## src/rtl/spi_pkg.sv

```systemverilog
// Shared constants and state encoding for the SPI flash read master.
package spi_pkg;
  localparam logic [7:0] SPI_CMD_READ = 8'h03;
  localparam logic [5:0] BYTE_BITS    = 6'd8;

  typedef enum logic [2:0] {
    ST_IDLE     = 3'd0,
    ST_CS_SETUP = 3'd1,
    ST_CMD      = 3'd2,
    ST_DATA     = 3'd3,
    ST_STALL    = 3'd4,
    ST_CS_HOLD  = 3'd5,
    ST_CS_GAP   = 3'd6
  } state_e;
endpackage

```

## src/rtl/spi_clk_gen.sv

```systemverilog
// Half-period counter producing SCLK and the ticks for the edges it is about to make.
// With i_hold set SCLK stays low and o_rise_tick just marks each ClkDiv-cycle interval.
module spi_clk_gen #(
  parameter int ClkDiv = 2
) (
  input  logic clk,
  input  logic reset_n,
  input  logic i_en,
  input  logic i_hold,
  output logic o_sclk,
  output logic o_rise_tick,
  output logic o_fall_tick
);
  localparam int CntW = $clog2(ClkDiv + 1);

  logic [CntW-1:0] r_cnt;
  logic            r_sclk;
  logic            w_wrap;

  assign w_wrap      = i_en && (r_cnt == CntW'(ClkDiv - 1));
  assign o_rise_tick = w_wrap && !r_sclk;
  assign o_fall_tick = w_wrap && r_sclk;
  assign o_sclk      = r_sclk;

  always_ff @(posedge clk or negedge reset_n) begin
    if (!reset_n) begin
      r_cnt  <= '0;
      r_sclk <= 1'b0;
    end else if (!i_en) begin
      r_cnt  <= '0;
      r_sclk <= 1'b0;
    end else begin
      r_cnt <= w_wrap ? '0 : r_cnt + CntW'(1);
      if (w_wrap && !i_hold) r_sclk <= !r_sclk;
    end
  end
endmodule

```

## src/rtl/spi_flash_reader.sv

```systemverilog
// SPI mode-0 read master: sends 0x03 + address, streams received bytes out on valid/ready,
// freezing SCLK low whenever the output slot is still occupied.
module spi_flash_reader
  import spi_pkg::*;
#(
  parameter int ClkDiv    = 2,
  parameter int AddrWidth = 24,
  parameter int LenWidth  = 16
) (
  input  logic                 clk,
  input  logic                 reset_n,
  input  logic                 req_valid,
  output logic                 req_ready,
  input  logic [AddrWidth-1:0] req_addr,
  input  logic [LenWidth-1:0]  req_len,
  output logic                 spi_sclk,
  output logic                 spi_cs_n,
  output logic                 spi_mosi,
  input  logic                 spi_miso,
  output logic [7:0]           out_data,
  output logic                 out_valid,
  input  logic                 out_ready,
  output logic                 done
);
  localparam int CmdBits = 8 + AddrWidth;

  state_e               r_state;
  logic [CmdBits-1:0]   r_cmd;
  logic [7:0]           r_rx;
  logic [LenWidth-1:0]  r_len;
  logic [5:0]           r_bcnt;
  logic [7:0]           r_out_data;
  logic                 r_cs_n, r_mosi, r_out_valid, r_done, r_req_ready;
  logic                 w_en, w_hold, w_rise, w_fall;
  logic                 w_accept, w_slot_free, w_last, w_byte_done, w_load;

  assign w_en        = (r_state != ST_IDLE) && (r_state != ST_STALL);
  assign w_hold      = (r_state == ST_CS_HOLD) || (r_state == ST_CS_GAP);
  assign w_accept    = req_valid && r_req_ready;
  assign w_slot_free = !r_out_valid || out_ready;
  assign w_last      = (r_len == LenWidth'(1));
  assign w_byte_done = (r_bcnt == BYTE_BITS);
  // A finished byte moves to the slot on its trailing fall edge, or when a stall clears.
  assign w_load      = w_slot_free && ((r_state == ST_STALL) ||
                                       (r_state == ST_DATA && w_fall && w_byte_done));

  spi_clk_gen #(.ClkDiv(ClkDiv)) u_clk_gen (
    .clk         (clk),
    .reset_n     (reset_n),
    .i_en        (w_en),
    .i_hold      (w_hold),
    .o_sclk      (spi_sclk),
    .o_rise_tick (w_rise),
    .o_fall_tick (w_fall)
  );

  always_ff @(posedge clk or negedge reset_n) begin
    if (!reset_n) begin
      r_state     <= ST_IDLE;
      r_cmd       <= '0;
      r_rx        <= '0;
      r_len       <= '0;
      r_bcnt      <= '0;
      r_out_data  <= '0;
      r_cs_n      <= 1'b1;
      r_mosi      <= 1'b0;
      r_out_valid <= 1'b0;
      r_done      <= 1'b0;
      r_req_ready <= 1'b0;
    end else begin
      r_done <= 1'b0;
      if (r_out_valid && out_ready) r_out_valid <= 1'b0;
      if (w_load) begin
        r_out_data  <= r_rx;
        r_out_valid <= 1'b1;
        r_len       <= r_len - LenWidth'(1);
      end

      case (r_state)
        ST_IDLE: begin
          r_req_ready <= 1'b1;
          if (w_accept) begin
            r_req_ready <= 1'b0;
            r_cmd       <= {SPI_CMD_READ, req_addr};
            r_len       <= req_len;
            if (req_len == '0) begin
              r_done <= 1'b1;
            end else begin
              r_state <= ST_CS_SETUP;
              r_cs_n  <= 1'b0;
              r_mosi  <= SPI_CMD_READ[7];
            end
          end
        end
        ST_CS_SETUP: if (w_rise) begin
          r_state <= ST_CMD;
          r_bcnt  <= 6'd1;
        end
        ST_CMD: begin
          if (w_rise) r_bcnt <= r_bcnt + 6'd1;
          if (w_fall) begin
            if (r_bcnt == 6'(CmdBits)) begin
              r_state <= ST_DATA;
              r_bcnt  <= '0;
              r_mosi  <= 1'b0;
            end else begin
              r_cmd  <= r_cmd << 1;
              r_mosi <= r_cmd[CmdBits-2];
            end
          end
        end
        ST_DATA: begin
          if (w_rise) begin
            r_rx   <= {r_rx[6:0], spi_miso};
            r_bcnt <= r_bcnt + 6'd1;
          end
          if (w_fall && w_byte_done) begin
            r_bcnt <= '0;
            if (!w_slot_free) r_state <= ST_STALL;
            else if (w_last)  r_state <= ST_CS_HOLD;
          end
        end
        ST_STALL: if (w_slot_free) r_state <= w_last ? ST_CS_HOLD : ST_DATA;
        ST_CS_HOLD: if (w_rise) begin
          r_state <= ST_CS_GAP;
          r_cs_n  <= 1'b1;
          r_done  <= 1'b1;
        end
        ST_CS_GAP: if (w_rise) begin
          r_state     <= ST_IDLE;
          r_req_ready <= 1'b1;
        end
        default: r_state <= ST_IDLE;
      endcase
    end
  end

  assign req_ready = r_req_ready;
  assign spi_cs_n  = r_cs_n;
  assign spi_mosi  = r_mosi;
  assign out_data  = r_out_data;
  assign out_valid = r_out_valid;
  assign done      = r_done;
endmodule

```

## config.mk

```make
export PLATFORM = sky130hd
export DESIGN_NAME = spi_flash_reader
export DESIGN_NICKNAME = d
export VERILOG_FILES = /design/src/rtl/spi_pkg.sv /design/src/rtl/spi_clk_gen.sv /design/src/rtl/spi_flash_reader.sv
export SDC_FILE = /design/constraint.sdc
export NUM_CORES = 1
export LEC_CHECK = 0
export BUFFER_PORTS_ARGS = -buffer_cell sky130_fd_sc_hd__buf_2
export CAP_MARGIN = 15
export CORE_UTILIZATION = 61
export DETAILED_ROUTE_END_ITERATION = 8
export GPL_ROUTABILITY_DRIVEN = 0
export PLACE_DENSITY = 0.9
export SYNTH_ARGS = -nofsm -noshare
export SYNTH_HDL_FRONTEND = slang
export SYNTH_SLANG_ARGS = --single-unit
```

## constraint.sdc

```tcl
create_clock -name clk -period 5.53 [get_ports clk]
set_clock_uncertainty 0.15 [all_clocks]
set_input_delay 0 -clock clk [delete_from_list [all_inputs] [get_ports clk]]
set_output_delay 0 -clock clk [all_outputs]
set_load 0.02 [all_outputs]
```

==> impl_metrics.csv <==
group,metric,value,unit
synth,post-synth-top-area-fraction,50.50,%
critical_path,critPathKind,"flop to flop",
critical_path,path_cells,"nand3b_1 > nor4_4 > o21a_1 > nand3_1 > or3_1 > a31oi_1",
critical_path,cpPeakStageDelay,0.70,ns
route,viasPerCell,6.066,
synth,synth.net_count,453,
critical_path,endpoint_kind,"flop",
finish,drive_gt1_share,18.85,%
power,peakVddDrop,0.2771,mV
floorplan,ios,59,
sta,rsz0062_at_grt,"false",
clock_network,clk_path_buf_depth,2,
route,wl_per_cell,17.31,µm
synth,synth-main-ff-cell,"dfrtp_1",
power,p_leak,2.244,nW
synth,synth-edff-count,0,
grt,grt_max_degree,81,
synth,synth.avg_cell_area,9.691,µm²
critical_path,crit_buf_inv,0,
synth,netlist_instances,404,
finish,num_antenna_cells,0,
run_status,status,"finished, final reports clean",
floorplan,core,0.006061,mm²
clock_network,path_clk_slew,0.09,ns
placement,place_inst,520,
route,dr.pass1.iters,5,
grt,overflow,0,
floorplan,fp.dieW,82.11,µm
route,drt-total-wl,10.02,mm
synth,synth_area_leaders,"dfrtp_1, nand2_1, mux2i_1",
critical_path,cp.depth,6,
clock_network,cts_tree,"yes",
clock_network,clk-insertion-delay-late,0.36,ns
sta,finalCritPeriodShare,54.23,%
floorplan,num_rows,28,
finish,area_growth,24.74,%
synth,ys_types,49,
grt,grt_usage,32.89,%
clock_network,clkSinkCount,80,
sta,maxClockFrequency,333.4,MHz
clock_network,cts_buffers,9,
grt,antenna_found_initial,0,
grt,grt_pass1_wl,16.18,mm
route,drc,0,
sta,setup_viol,0,
clock_network,ctsHtreeMaxLevel,3,
synth,netlist_area,0.003915,mm²
critical_path,crit_fanout,18,
placement,numPortBuffers,58,
route,drt-initial-drc-count,269,
route,vias,3512,
critical_path,cp.required,5.65,ns
critical_path,crit_family,"simple AND/OR/NAND/NOR gates",
hold_path,hold_path_depth,5,
flow_run,drv_cap,0,
floorplan,start_util,64.60,%
finish,nNetsFinal,548,
finish,layout.cells.non_filler,579,
hold_path,hold_class,"input pin to flop",
route,drtAntennaViolNets,0,
synth,async_flop_share,100.0,%
sta,min_period,2.999,ns
synth,yosysWarnings,0,
floorplan,die_h,82.11,µm
synth,yosys.area.top_type,"dfrtp_1",
synth,ys_ff_latch,80,
power,power,2.150,mW
power,p_per_area,440.3,mW/mm²
critical_path,r2r_cells,6,
sta,maxSlewViolCount,0,
sta,setup-tns-final,0,ns
sta,tightest_slew,1.117,ns
critical_path,crit_slowest_cell,"dfrtp_1",
critical_path,cp-start-kind,"flop",
sta,hold_viol,0,
sta,max-slew-margin-rel,25.13,%
placement,hpwl,5.749,mm
synth,seq_area_frac_synth,51.17,%
grt,grt_pass1_vias,3438,
critical_path,critPathArrivalTime,3.12,ns
clock_network,root_buffer,"clkbuf_8",
floorplan,dieArea,0.006742,mm²
flip-flops by register name, indices dropped and copies added, names as in the netlist:
register          flops
r_cmd                31
r_len                16
out_data              8
r_rx                  8
r_bcnt                6
r_state               3
u_clk_gen.r_cnt       2
done                  1
out_valid             1
req_ready             1
spi_cs_n              1
spi_mosi              1
u_clk_gen.o_sclk      1
repair_timing:
item / CTS / global route
endpoints found under the hold margin: 122 / 0
hold buffers: 43 / 0
gates resized for setup: 0 / 0
setup buffers: 0 / 0
final timing paths:
| check | from | end | slack [ns] |
|---|---|---|---|
| max in group asynchronous | reset_n | r_cmd[9] | 4.41 |
| min in group asynchronous | reset_n | r_len[3] | 0.19 |
| hold reg to reg | out_data[4] | out_data[4] | 0.32 |
| setup / recovery | r_state[0] | r_len[9] | 2.53 |
| setup reg to reg | r_state[0] | r_len[9] | 2.53 |
| hold / removal | req_valid | r_len[1] | 0.06 |
Yosys cell counts, drive strengths merged (3+ instances only):
cell	instances
a211oi	3
a21oi	15
a22o	7
a31oi	6
buf	9
clkbuf	10
dfrtp	79
ha	4
inv	11
mux2	8
mux2i	23
nand2	74
nand2b	6
nand3	9
nand3b	4
nand4	4
nor2	29
nor3	10
nor4	9
o21ai	43
xnor2	6
xor2	8
routing by layer:
layer  GRT usage, %  part of all wire [%]  vias to the layer above
li1               -                     -                     1608
met1          40.91                    39                     1680
met2          53.80                    50                      178
met3          6.154                   6.0                       46
met4          18.95                   4.1                        0
met5              0                     0                        -
final cells by class:
cell class                      count  area [µm²]
Clock buffer                       12       165.2
Clock inverter                      4       51.30
Fill cell                         331        1177
Inverter                           11       41.29
Multi-Input combinational cell    294        1790
Sequential cell                    80        2003
Tap cell                           75       93.84
Timing Repair Buffer              103       738.2
cell families (layout without fill, tap and decap cells):
logic type                 after synthesis  count (layout)  synth area share [%]
xor gates and xnor gates                14              14                 3.132
muxes                                   31              31                 8.182
AOI/OAI and AO/OA                       89              89                 13.87
DFF                                     80              80                 51.17
and+or+nand+nor                        156             156                 19.08
buffers and inverters                   30             130                 3.292
adders and majority gates                4               4                 1.278
worst register-to-register path, stage by stage, from the launching register on:
cell      delay (ns)
dfrtp_1         0.70
nand3b_1        0.28
nor4_4          0.41
o21a_1          0.60
nand3_1         0.19
or3_1           0.39
a31oi_1         0.20
cells in the final DEF (no fill, tap or decap), types with 8 or more instances in the layout:
| cell type | count |
|---|---|
| dfrtp_1 | 79 |
| nand2_1 | 74 |
| buf_2 | 57 |
| dlygate4sd3_1 | 43 |
| o21ai_0 | 40 |
| nor2_1 | 28 |
| mux2i_1 | 23 |
| a21oi_1 | 15 |
| clkbuf_8 | 12 |
| inv_1 | 11 |
| nand3_1 | 9 |
| nor3_1 | 8 |
| xor2_1 | 8 |
| mux2_2 | 8 |
per-stage QoR:
stage	util [%]	cell area [µm²]	hold slack [ns]	setup slack (ns)
after global routing	80.57	4883	0.1152	2.327
after CTS	80.57	4883	0.04844	2.696
after global placement	69.90	4237	0.06623	2.899
after floorplan	-	3915	-0.4456	3.328
final	80.57	4883	0.05990	2.531
after detailed placement	69.90	4237	0.06702	2.731
power breakdown:
| group | total [mW] | internal [mW] | switching, mW | leakage (nW) |
|---|---|---|---|---|
| Combinational | 0.691 | 0.310 | 0.381 | 1.13 |
| Sequential | 0.992 | 0.799 | 0.193 | 1.00 |
| Clock | 0.467 | 0.246 | 0.221 | 0.109 |
Note: power is estimated with default switching activity, not from simulation.
